==> src/rtl/uart_rx.sv <==
// uart_rx: oversampling UART receiver, 8 data bits LSB first, optional parity, one stop bit.
// Define UART_RX_MAJORITY_VOTE_EN for 2-of-3 majority bit decisions around mid-bit.
module uart_rx #(
    parameter int OVERSAMPLE = 8
) (
    input  logic       clk,
    input  logic       reset,
    input  logic       RX_IN,
    input  logic       PAR_EN,
    input  logic       PAR_TYP,
    output logic [7:0] P_DATA,
    output logic       DATA_VALID,
    output logic       PAR_ERR,
    output logic       STP_ERR,
    output logic       RX_BUSY
);
    localparam int CW = $clog2(OVERSAMPLE);
    localparam logic [CW-1:0] C_LAST = CW'(OVERSAMPLE - 1);
`ifdef UART_RX_MAJORITY_VOTE_EN
    localparam logic [CW-1:0] C_EARLY  = CW'(OVERSAMPLE / 2 - 1);
    localparam logic [CW-1:0] C_MID    = CW'(OVERSAMPLE / 2);
    localparam logic [CW-1:0] C_DECIDE = CW'(OVERSAMPLE / 2 + 1);
`else
    localparam logic [CW-1:0] C_DECIDE = CW'(OVERSAMPLE / 2);
`endif

    typedef enum logic [2:0] {
        IDLE   = 3'd0,
        START  = 3'd1,
        DATA   = 3'd2,
        PARITY = 3'd3,
        STOP   = 3'd4
    } state_t;

    state_t        r_state;
    logic          r_sync1;
    logic          r_sync2;
    logic [CW-1:0] r_sample;
    logic [2:0]    r_bitCnt;
    logic [7:0]    r_shift;
    logic          r_parEn;
    logic          r_parTyp;
    logic          r_parBad;
    logic          r_armed;
    logic [7:0]    r_pData;
    logic          r_dataValid;
    logic          r_parErr;
    logic          r_stpErr;
    logic          r_busy;

    logic w_rx;
    logic w_bit;
    logic w_decide;
    logic w_endBit;
    logic w_expPar;

    always_ff @(posedge clk) begin
        if (reset) begin
            r_sync1 <= 1'b1;
            r_sync2 <= 1'b1;
        end else begin
            r_sync1 <= RX_IN;
            r_sync2 <= r_sync1;
        end
    end

    assign w_rx     = r_sync2;
    assign w_decide = (r_sample == C_DECIDE);
    assign w_endBit = (r_sample == C_LAST);
    assign w_expPar = r_parTyp ? (^r_shift) : (~^r_shift);

`ifdef UART_RX_MAJORITY_VOTE_EN
    logic r_vote0;
    logic r_vote1;

    always_ff @(posedge clk) begin
        if (reset) begin
            r_vote0 <= 1'b1;
            r_vote1 <= 1'b1;
        end else begin
            if (r_sample == C_EARLY) r_vote0 <= w_rx;
            if (r_sample == C_MID)   r_vote1 <= w_rx;
        end
    end

    assign w_bit = (r_vote0 & r_vote1) | (r_vote0 & w_rx) | (r_vote1 & w_rx);
`else
    assign w_bit = w_rx;
`endif

    // The falling-edge cycle seen in IDLE counts as sample 0 of the start bit.
    always_ff @(posedge clk) begin
        if (reset) begin
            r_state     <= IDLE;
            r_sample    <= '0;
            r_bitCnt    <= '0;
            r_shift     <= '0;
            r_parEn     <= 1'b0;
            r_parTyp    <= 1'b0;
            r_parBad    <= 1'b0;
            r_armed     <= 1'b1;
            r_pData     <= 8'h00;
            r_dataValid <= 1'b0;
            r_parErr    <= 1'b0;
            r_stpErr    <= 1'b0;
            r_busy      <= 1'b0;
        end else begin
            r_dataValid <= 1'b0;
            r_parErr    <= 1'b0;
            r_stpErr    <= 1'b0;
            r_sample    <= w_endBit ? '0 : r_sample + 1'b1;
            case (r_state)
                IDLE: begin
                    r_sample <= '0;
                    if (!r_armed) begin
                        if (w_rx) r_armed <= 1'b1;
                    end else if (!w_rx) begin
                        r_state  <= START;
                        r_sample <= CW'(1);
                        r_bitCnt <= '0;
                    end
                end
                START: begin
                    if (w_decide && w_bit) begin
                        r_state  <= IDLE;
                        r_sample <= '0;
                    end else begin
                        if (w_decide) begin
                            r_parEn  <= PAR_EN;
                            r_parTyp <= PAR_TYP;
                            r_parBad <= 1'b0;
                            r_busy   <= 1'b1;
                        end
                        if (w_endBit) r_state <= DATA;
                    end
                end
                DATA: begin
                    if (w_decide) r_shift <= {w_bit, r_shift[7:1]};
                    if (w_endBit) begin
                        r_bitCnt <= r_bitCnt + 3'd1;
                        if (r_bitCnt == 3'd7) r_state <= r_parEn ? PARITY : STOP;
                    end
                end
                PARITY: begin
                    if (w_decide) r_parBad <= (w_bit != w_expPar);
                    if (w_endBit) r_state <= STOP;
                end
                STOP: begin
                    // Leave at mid-stop so a following start bit is never missed.
                    if (w_decide) begin
                        r_state     <= IDLE;
                        r_sample    <= '0;
                        r_busy      <= 1'b0;
                        r_stpErr    <= ~w_bit;
                        r_parErr    <= r_parBad;
                        r_dataValid <= w_bit & ~r_parBad;
                        if (w_bit && !r_parBad) r_pData <= r_shift;
                        if (!w_bit) r_armed <= 1'b0;
                    end
                end
                default: begin
                    r_state  <= IDLE;
                    r_sample <= '0;
                end
            endcase
        end
    end

    assign P_DATA     = r_pData;
    assign DATA_VALID = r_dataValid;
    assign PAR_ERR    = r_parErr;
    assign STP_ERR    = r_stpErr;
    assign RX_BUSY    = r_busy;
endmodule

==> config.mk <==
export PLATFORM = sky130hd
export DESIGN_NAME = uart_rx
export DESIGN_NICKNAME = d
export VERILOG_FILES = /design/src/rtl/uart_rx.sv
export SDC_FILE = /design/constraint.sdc
export NUM_CORES = 1
export LEC_CHECK = 0
export BUFFER_PORTS_ARGS = -buffer_cell sky130_fd_sc_hd__buf_4
export CAP_MARGIN = 20
export CELL_PAD_IN_SITES_DETAIL_PLACEMENT = 1
export CELL_PAD_IN_SITES_GLOBAL_PLACEMENT = 2
export CORE_AREA = 5 5 64 80
export DETAILED_ROUTE_END_ITERATION = 8
export DIE_AREA = 0 0 69 85
export PLACE_DENSITY = 0.77
export SYNTH_ARGS = -nofsm -noshare
export SYNTH_HDL_FRONTEND = slang
export SYNTH_SLANG_ARGS = --single-unit
==> constraint.sdc <==
create_clock -name clk -period 3.75 [get_ports clk]
set_clock_uncertainty 0.2 [all_clocks]
set_input_delay 0.1875 -clock clk [delete_from_list [all_inputs] [get_ports clk]]
set_output_delay 0.1875 -clock clk [all_outputs]
set_load 0.1 [all_outputs]
* Word level (Yosys, flattened, before mapping) *
Index checks and enable logic that the tools add are counted.

cells by class
  add/subtract/negate cells = 2
  equal/unequal tests = 19
  mux-type cells = 33
  bitwise gates (word level) = 6
  reductions and logical operators = 20

operator list
  kind                 count
  $mux 3               15
  $ne 2x2->1 const B   10
  $pmux 3 s5           1
  $eq 3x3->1 const B   4
  $mux 1               12
  $pmux 3 s4           1
  $reduce_and 4->1     3
  $reduce_and 3->1     3
  $reduce_bool 2->1    4
  $reduce_xnor 8->1    1
  $reduce_xor 8->1     1
  $reduce_and 7->1     1
  $add 3x1->3 const B  2
  $eq 3x2->1 const B   2
  $pmux 1 s2           3
  $pmux 3 s2           1
  $not 1->1            5
  $eq 3x1->1 const B   1
  $logic_not 3->1      1
  $ne 3x3->1 const B   1
  $reduce_or 3->1      1
  $logic_and 1x1->1    2
  $reduce_and 2->1     1
  $reduce_or 2->1      1
  other kinds (3)      3

storage, ports and cells
  bits in registers = 35
  input port bits = 5
  logic and storage cells = 95

* Logic depth before layout (Yosys ltp) *
Gate-level depths: netlist (run 1).

  word-level depth = 5
  depth in mapped cells = 7
  gate-level depth less buffers = 7

* Worst setup path after synthesis (run 1) *
OpenSTA, ideal clock, no wires.

  kind = register to register
  start = reg r_sample[0]
  end = reg r_pData[0] (netlist: P_DATA[0])
  arrival time = 1.420 ns
  data required time = 3.422 ns
  slack = 2.002 ns
  stages on the path, launching flop included = 8
  path buffers = 1
  period minus slack after synthesis = 1.748 ns
  cells stage by stage = dfxtp_1 > inv_1 > ha_1 > nand4_2 > or3b_1 > buf_6 > mux2i_1 > nor2_1

on the way
  cells in the longest elaborated chain, start to end = 2

RTL lines
  what                               line  RTL
  start, declared                    38    logic [CW-1:0] r_sample;
  start signal, assigned             111   r_sample <= w_endBit ? '0 : r_sample + 1'b1;
  $eq 3x3->1                         68    assign w_decide = (r_sample == C_DECIDE);
  $reduce_and 3->1 (no source line)  --
  end signal, assigned               157   if (w_bit && !r_parBad) r_pData <= r_shift;
  end, declared                      45    logic [7:0] r_pData;

No other way between the ends.
A chain may end at the register's enable or synchronous reset.

* Final worst setup path (run 1) *
  start = reg r_state[0]
  end = reg r_pData[0] (netlist: P_DATA[0])

on the way
  cells in the longest elaborated chain, start to end = 2

RTL lines
  what                               line  RTL
  start, declared                    35    state_t r_state;
  start signal, assigned             141   if (r_bitCnt == 3'd7) r_state <= r_parEn ? PARITY : STOP;
  $eq 3x3->1                         112   case (r_state)
  $reduce_and 3->1 (no source line)  --

No other way between the ends.

==> results.txt, run 1 <==
The run finished with clean final reports. The required time reported for the critical path endpoint came out at 3.71 ns. In this run the worst path has a maximum fanout of 11.

The post-CTS setup-driven buffer insertion count came out at 0. The area added between synthesis and finish came out at 17.7%. The sequential cell area fraction in the yosys report came out at 44.8%. The share of the clock period used by the worst path after layout came out at 56.0%.

STA classifies the critical path endpoint as a register. In this run the number of H-tree levels came out at 2. The number of flip-flops and latches in the synthesized netlist is 35. The layout cell share with drive strength beyond 1 is 18.4%. The signal on the critical path passes through nor2_2 > nand4_2 > or3b_1 > mux2i_1 > nor2_1. The count of synthesis-stage warnings from yosys is 0. The clock passes through at most 2 buffers. Once placement completed, the tool counted placed cells totaling 226. The filler cell count came out at 522. Final hold analysis gives a worst-case slack of 0.0910 ns. The count of cells resized by post-cts repair is 0. The number of nets in the finished design came out at 188. The min-delay analysis places its worst path in the category input port to register. The total number of clock tree sinks is 35. The total vias in the final route came out at 1162. The total setup violations reported at the end of the flow is 0. The number of DRC violations after detailed routing is 0.

TritonCTS built the clock tree. After synthesis, the mean cell area works out to 9.72 um^2. The final count of pins violating max slew is 0. The total routing resource utilization after global routing came out at 11.7%.

The count of cells in the finished layout, fillers not included, comes to 237. The sum of routed wire length over all layers is 3230 um. The smallest clock period supported by the final layout is computed as 2.10 ns. The DRC violation total after the first TritonRoute iteration is 51. In this run the clock root is driven by a sky130_fd_sc_hd__clkbuf_8. The half-perimeter wire length after detailed placement came out at 2350 um.

The clock latency at the later pin of the worst-skew pair is 0.28 ns. The starting utilization of the core area is 36.2%. In this run the power density over the cells is 450 nW/um^2.

The final weighted congestion in routability-driven placement is 0.781. The most instantiated flip-flop cell in the synthesis netlist is sky130_fd_sc_hd__dfxtp_1. Across the run, the number of max-cap violations was 0. The floorplan step set the die height to 85 um. The critical path buffer and inverter count is 0.

After synthesis, the largest area contributor takes up 44.8% of total cell area. The total non-filler cell area in the finished layout came out at 1840 um^2. The number of standard-cell rows in the floorplan is 27. The overall overflow remaining after global route is 0. The initial antenna violation count came to 0. The data arrival time at the worst-slack endpoint came out at 2.06 ns. Entering global routing, the biggest net connects 36 pins. The final core utilization came out at 42.6%. The antenna diode count came out at 0. The detail route stage leaves a number of antenna-violating nets equal to 0.

The number of enable flip-flop cells after synthesis came out at 0. The via count of the first global-routing pass is 1196. The highest-delay cell along the critical path is sky130_fd_sc_hd__or3b_1. The share of async-settable or async-resettable flops after synthesis is 0%.

The wire length of the first global-routing pass is 5580 um. In this run the standard cell core region covers 4320 um^2. During I/O placement, the number of pins put on the boundary was 17. The net count after synthesis is 171. The largest delay contributor family on the critical path is simple AND/OR/NAND/NOR gates.

The number of buffers inserted during clock tree synthesis came out at 5. VDD sags by at most 0.211 mV. Measured against its own limit, the worst slew margin works out to 64.0%. The distinct cell type count of the synthesized netlist is 42.

The number of search-and-repair iterations in the first detailed-routing pass is 4. The post-place instance area is 1700 um^2. After technology mapping, the gate count stands at 161. At the pin with the least slew margin, the transition time is 0.538 ns. The die covers 5870 um^2. The category of the worst setup path launch point is a register. The vias per cell came out at 4.90.

The biggest area contributor in the post-synthesis netlist is sky130_fd_sc_hd__dfxtp_1. The number of failing hold endpoints at the final stage was 0. The die width came out at 69 um.

The upper clock frequency limit is 0.476 GHz. Clock-pin slew was measured on the worst setup and hold paths at 0.07 ns. The number of I/O port buffers came out at 16. The sum of negative setup slack is 0 ns. Setup repair after global routing left no endpoint under its margin. The leakage power is 0.774 nW. The critical path is of the register to register type. The delay contributed by the slowest stage of the critical path is 0.64 ns. Sorting the synthesized cells by area gives the leading types as sky130_fd_sc_hd__dfxtp_1, sky130_fd_sc_hd__mux2i_1, sky130_fd_sc_hd__nor2_1.

The per-cell routed wire length is 13.6 um. The cell area after technology mapping is 1570 um^2.
-- routing by layer --
metal / GRT usage [%] / wire length (um) / vias to the layer above
li1: - / - / 579
met1: 13.1 / 1360 / 559
met2: 20.7 / 1740 / 19
met3: 3.67 / 88 / 5
met4: 4.26 / 31 / 0
met5: 0 / 0 / -
-- power breakdown --
part | switching, mW | internal, mW | leakage [nW]
logic | 0.0483 | 0.0390 | 0.433
registers | 0.0214 | 0.382 | 0.283
clock network | 0.141 | 0.198 | 0.0581
total | 0.210 | 0.619 | 0.774
-- flip-flops by register name (all words and copies together) (netlist names), 3 cells and up --
| name | flops |
|---|---|
| P_DATA | 8 |
| r_shift | 8 |
| r_bitCnt | 3 |
| r_sample | 3 |
| r_state | 3 |
-- cell usage after synthesis, types with 2 or more instances --
cell and n:
sky130_fd_sc_hd__dfxtp_1 35, sky130_fd_sc_hd__nor2_1 26, sky130_fd_sc_hd__mux2i_1 19, sky130_fd_sc_hd__xnor2_1 8
sky130_fd_sc_hd__a21oi_1 7, sky130_fd_sc_hd__inv_1 6, sky130_fd_sc_hd__nand3_1 6, sky130_fd_sc_hd__ha_1 5
sky130_fd_sc_hd__clkbuf_1 4, sky130_fd_sc_hd__nand2_1 4, sky130_fd_sc_hd__nand2b_1 4, sky130_fd_sc_hd__and2_1 2
sky130_fd_sc_hd__buf_4 2, sky130_fd_sc_hd__buf_6 2, sky130_fd_sc_hd__nand3b_1 2, sky130_fd_sc_hd__o21bai_1 2
sky130_fd_sc_hd__or2_2 2
-- what timing repair did --
action	in CTS	in global routing
setup endpoints to repair	0	0
hold endpoints to repair	3	0
hold buffers	3	0
-- metrics by stage --
stage	power, mW	setup slack, ns
after global placement	0.494	1.71
after detailed placement	0.497	1.65
after global routing	0.877	1.49
after CTS	0.846	1.63
after floorplan	0.482	2.00
final	0.829	1.65
-- cells by family (layout without fill, tap and decap cells) --
group                    Yosys count  in the layout  synth area share, %
AO/OA/AOI/OAI                     20             20                 8.63
XOR/XNOR                           9              9                 5.04
adder cells (fa/ha/maj)            5              5                 4.00
buffers and inverters             15             33                 5.11
flip-flops                        35             35                 44.8
multiplexers                      19             19                 12.2
AND/OR/NAND/NOR                   58             58                 20.3
-- final timing paths --
| path | start | to | slack (ns) | cells after the start |
|---|---|---|---|---|
| worst min register to register | r_sync1 | r_sync2 | 0.22 | 1 |
| worst max-delay path | r_state[0] | P_DATA[0] | 1.65 | 5 |
| worst max register to register | r_state[0] | P_DATA[0] | 1.65 | 5 |
| worst min-delay path | reset | r_shift[1] | 0.09 | 2 |
-- cell type report --
cell class | instances | area (um^2) | share of cell area (%)
Sequential cell | 35 | 701 | 38.0
Multi-Input combinational cell | 111 | 785 | 42.6
Clock inverter | 3 | 43.8 | 2.38
Clock buffer | 5 | 68.8 | 3.73
Timing Repair Buffer | 19 | 150 | 8.15
Tap cell | 58 | 72.6 | 3.94
Inverter | 6 | 22.5 | 1.22
-- cells in the final DEF, fill, tap and decap left out, types with 2 or more instances in the layout --
master                           n
sky130_fd_sc_hd__xnor2_1         8
sky130_fd_sc_hd__nand2_1         4
sky130_fd_sc_hd__nand2b_1        4
sky130_fd_sc_hd__ha_1            5
sky130_fd_sc_hd__a21oi_1         7
sky130_fd_sc_hd__clkbuf_8        5
sky130_fd_sc_hd__and2_1          2
sky130_fd_sc_hd__mux2i_1        19
sky130_fd_sc_hd__dlygate4sd3_1   3
sky130_fd_sc_hd__nand3b_1        2
sky130_fd_sc_hd__o21bai_1        2
sky130_fd_sc_hd__inv_1           6
sky130_fd_sc_hd__nand3_1         6
sky130_fd_sc_hd__dfxtp_1        35
sky130_fd_sc_hd__buf_4          16
sky130_fd_sc_hd__nor2_1         26
sky130_fd_sc_hd__or2_2           2
Power figures use the tool's default switching activity.
==> inputs of run 2 (changes only) <==
Settings changed: CORE_AREA 5 5 64 80 to 5 5 65 82, DIE_AREA 0 0 69 85 to 0 0 70 87, PLACE_DENSITY 0.77 to 0.74.
Clock period 3.75 ns to 2.1 ns, I/O delays scaled along.
==> run 2 against run 1 <==
Cell area increased by 1.4%. Sequential power grew 73%. Sequential share of layout area fell by 0.51 points. Power is 65% higher. Hold slack improved by 0.14 ns. First-iteration DRC count fell by 14%. Critical path type unchanged.
==> results.txt, run 2 (same netlist as run 1, synthesis figures left out) <==
The critical path buffer and inverter count came out at 1. The category of the worst setup path launch point is a register. The largest single stage delay on the critical path is 0.37 ns. The detail route stage leaves a number of antenna-violating nets equal to 0. The number of standard cells in the layout, taps in and fillers out came out at 245.

The measured slew at the worst slew-check pin is 0.398 ns. The share of the clock period used by the worst path after layout is 91.1%. The number of standard-cell rows in the floorplan is 28. Across every metal layer, demand over resource in global routing totals 12.3%. The sum of negative setup slack came out at 0 ns. The final core utilization came out at 41.0%. The initial antenna violation count was 0. The run finished with clean final reports. The share of power burned in the clock network came out at 34.4%.

The number of buffers on the longest clock path came out at 2. Leaving out fill and tap cells, the most frequent cells in the layout are sky130_fd_sc_hd__dfxtp_1, sky130_fd_sc_hd__nor2_1, sky130_fd_sc_hd__buf_4. Setup repair after global routing left no endpoint under its margin.

Before antenna repair, the detailed router went through 4 iterations. The final hold slack is 0.228 ns. At the end of routability-driven placement, the weighted congestion stood at 0.810.

The per-cell routed wire length came out at 13.6 um. In the routed layout, each cell is associated on average with a via count of 4.87. The H-tree depth came out at 2. In this run the worst hold path is classified as register to register. STA puts the critical path data arrival time at 1.88 ns. Global routing used 3.00% of the available met3 tracks. The number of buffers inserted during clock tree synthesis is 5. The total vias in the final route is 1194. The via count of the first global-routing pass came out at 1305.

STA classifies the critical path endpoint as a register. Global routing consumed, on the met1 layer, 13.4% of the routing resources. The maximum VDD drop came out at 0.351 mV.

The normalized max-slew margin came out at 73.1%. The critical path is of the register to register type. For this block, the initial DRC count from the detailed router was 44.

Entering global routing, the biggest net connects 36 pins. The die is 87 um tall. The antenna diode count came out at 0. The CTS tree is done. The required time reported for the critical path endpoint is 2.06 ns. For this design the total switching power over the nets is 0.375 mW. The first global-routing pass estimated 5920 um of wire. In this run the clock root is driven by a sky130_fd_sc_hd__clkbuf_8. The total number of clock tree sinks is 35. The core box area is 4550 um^2. The sequential share of power is 51.0%. The layout cell share with drive strength beyond 1 is 20.5%. The I/O pin count came out at 17. For this run the aggregate overflow at the end of global routing stands at 0.

The total setup violations reported at the end of the flow came out at 0. The count of buffers added on input and output ports is 16. The final count of pins violating max slew came out at 0.

The starting utilization of the core area came out at 34.4%. The total of max-cap violations is 0. The analysis attributes to cell leakage a power of 0.788 nW.

The count of placed standard cells including taps came out at 233. The number of failing hold endpoints at the final stage is 0. The upper clock frequency limit is 0.523 GHz. The area added between synthesis and finish came out at 19.3%. In the final design database the tool counted 194 nets.

The later pin in the worst-skew pair is clocked with a latency of 0.28 ns. The switching fraction of total power is 27.3%. Dividing total power by cell area gives a power density of 734 nW/um^2. Global routing consumed, on the met2 layer, 21.4% of the routing resources. Among cell families on the critical path, the largest total delay comes from compound AO/OA/AOI/OAI gates. The half-perimeter wire length after detailed placement is 2480 um. The signal on the critical path passes through inv_1 > ha_1 > nand3_1 > a21oi_1 > o311ai_1 > mux2i_1 > nor2_1.

The die covers 6090 um^2. The routed design has 3340 um of wire. On the critical path, the stage with the largest delay is an instance of sky130_fd_sc_hd__dfxtp_1. Cell internal power was estimated by the tool at 0.996 mW. The clock transition at the register clock pins on the worst setup and hold paths after CTS is 0.07 ns. The global routing stage identified its most utilized layer as met2.

The most common library cell in the layout ignoring fill and taps is sky130_fd_sc_hd__dfxtp_1. The number of DRC violations after detailed routing is 0. The shortest period the worst path allows came out at 1.91 ns. The floorplan step set the die width to 70 um.

In this run the worst path has a maximum fanout of 4. The share of power burned in combinational logic came out at 14.6%.
==> run 2: changes by cell type in the layout (fill, tap and decap cells not counted) <==
cell,delta
sky130_fd_sc_hd__clkbuf_1,+1
sky130_fd_sc_hd__clkinvlp_4,+1
sky130_fd_sc_hd__buf_4,+5
sky130_fd_sc_hd__or3b_1,-1
sky130_fd_sc_hd__or3b_4,+1
sky130_fd_sc_hd__bufinv_16,-1
sky130_fd_sc_hd__clkinv_4,-1
sky130_fd_sc_hd__dlygate4sd3_1,+1
==> run 2: area by class of cell <==
| type | count | area, um^2 |
|---|---|---|
| fillers | 553 | 2690 |
| flip-flops and latches | 35 | 701 |
| repair buffers | 25 | 198 |
| clock buffers | 6 | 72.6 |
| inverters | 6 | 22.5 |
| clock inverters | 2 | 12.5 |
| well taps | 60 | 75.1 |
| multi-input cells | 111 | 787 |
==> run 2: final timing paths <==
kind	slack (ns)	startpoint	cells past startpoint	endpoint
max reg2reg	0.19	r_sample[0]	7	r_state[0]
max	0.19	r_sample[0]	7	r_state[0]
min	0.23	r_sync1	1	r_sync2
min reg2reg	0.23	r_sync1	1	r_sync2
==> run 2: per-stage QoR <==
stage	worst slack (ns)	power, mW	area [um^2]
after floorplan	0.352	0.861	1570
after global placement	0.186	0.899	1740
after detailed placement	0.127	0.908	1740
after CTS	0.114	1.40	1870
after global routing	0.00958	1.45	1870
final	0.188	1.37	1870
==> run 2: timing repair <==
action	4_1_cts	5_1_grt
setup buffers	0	0
endpoints found under the setup margin	0	1
resized for setup	0	1
endpoints found under the hold margin	4	0
hold buffers	4	0
==> run 2: per-layer routing <==
metal / share of wire [%] / vias up
met5: 0 / -
met4: 3.6 / 0
met3: 2.8 / 10
met2: 52 / 21
met1: 41 / 573
li1: - / 590
==> run 2: power groups by stage <==
stage                     Clock, mW  Sequential (mW)  Combinational (mW)
after global placement            0            0.712               0.187
after CTS                     0.497            0.699               0.201
final                         0.472            0.699               0.200
after floorplan                   0            0.708               0.153
after detailed placement          0            0.715               0.193
after global routing          0.524            0.702               0.224
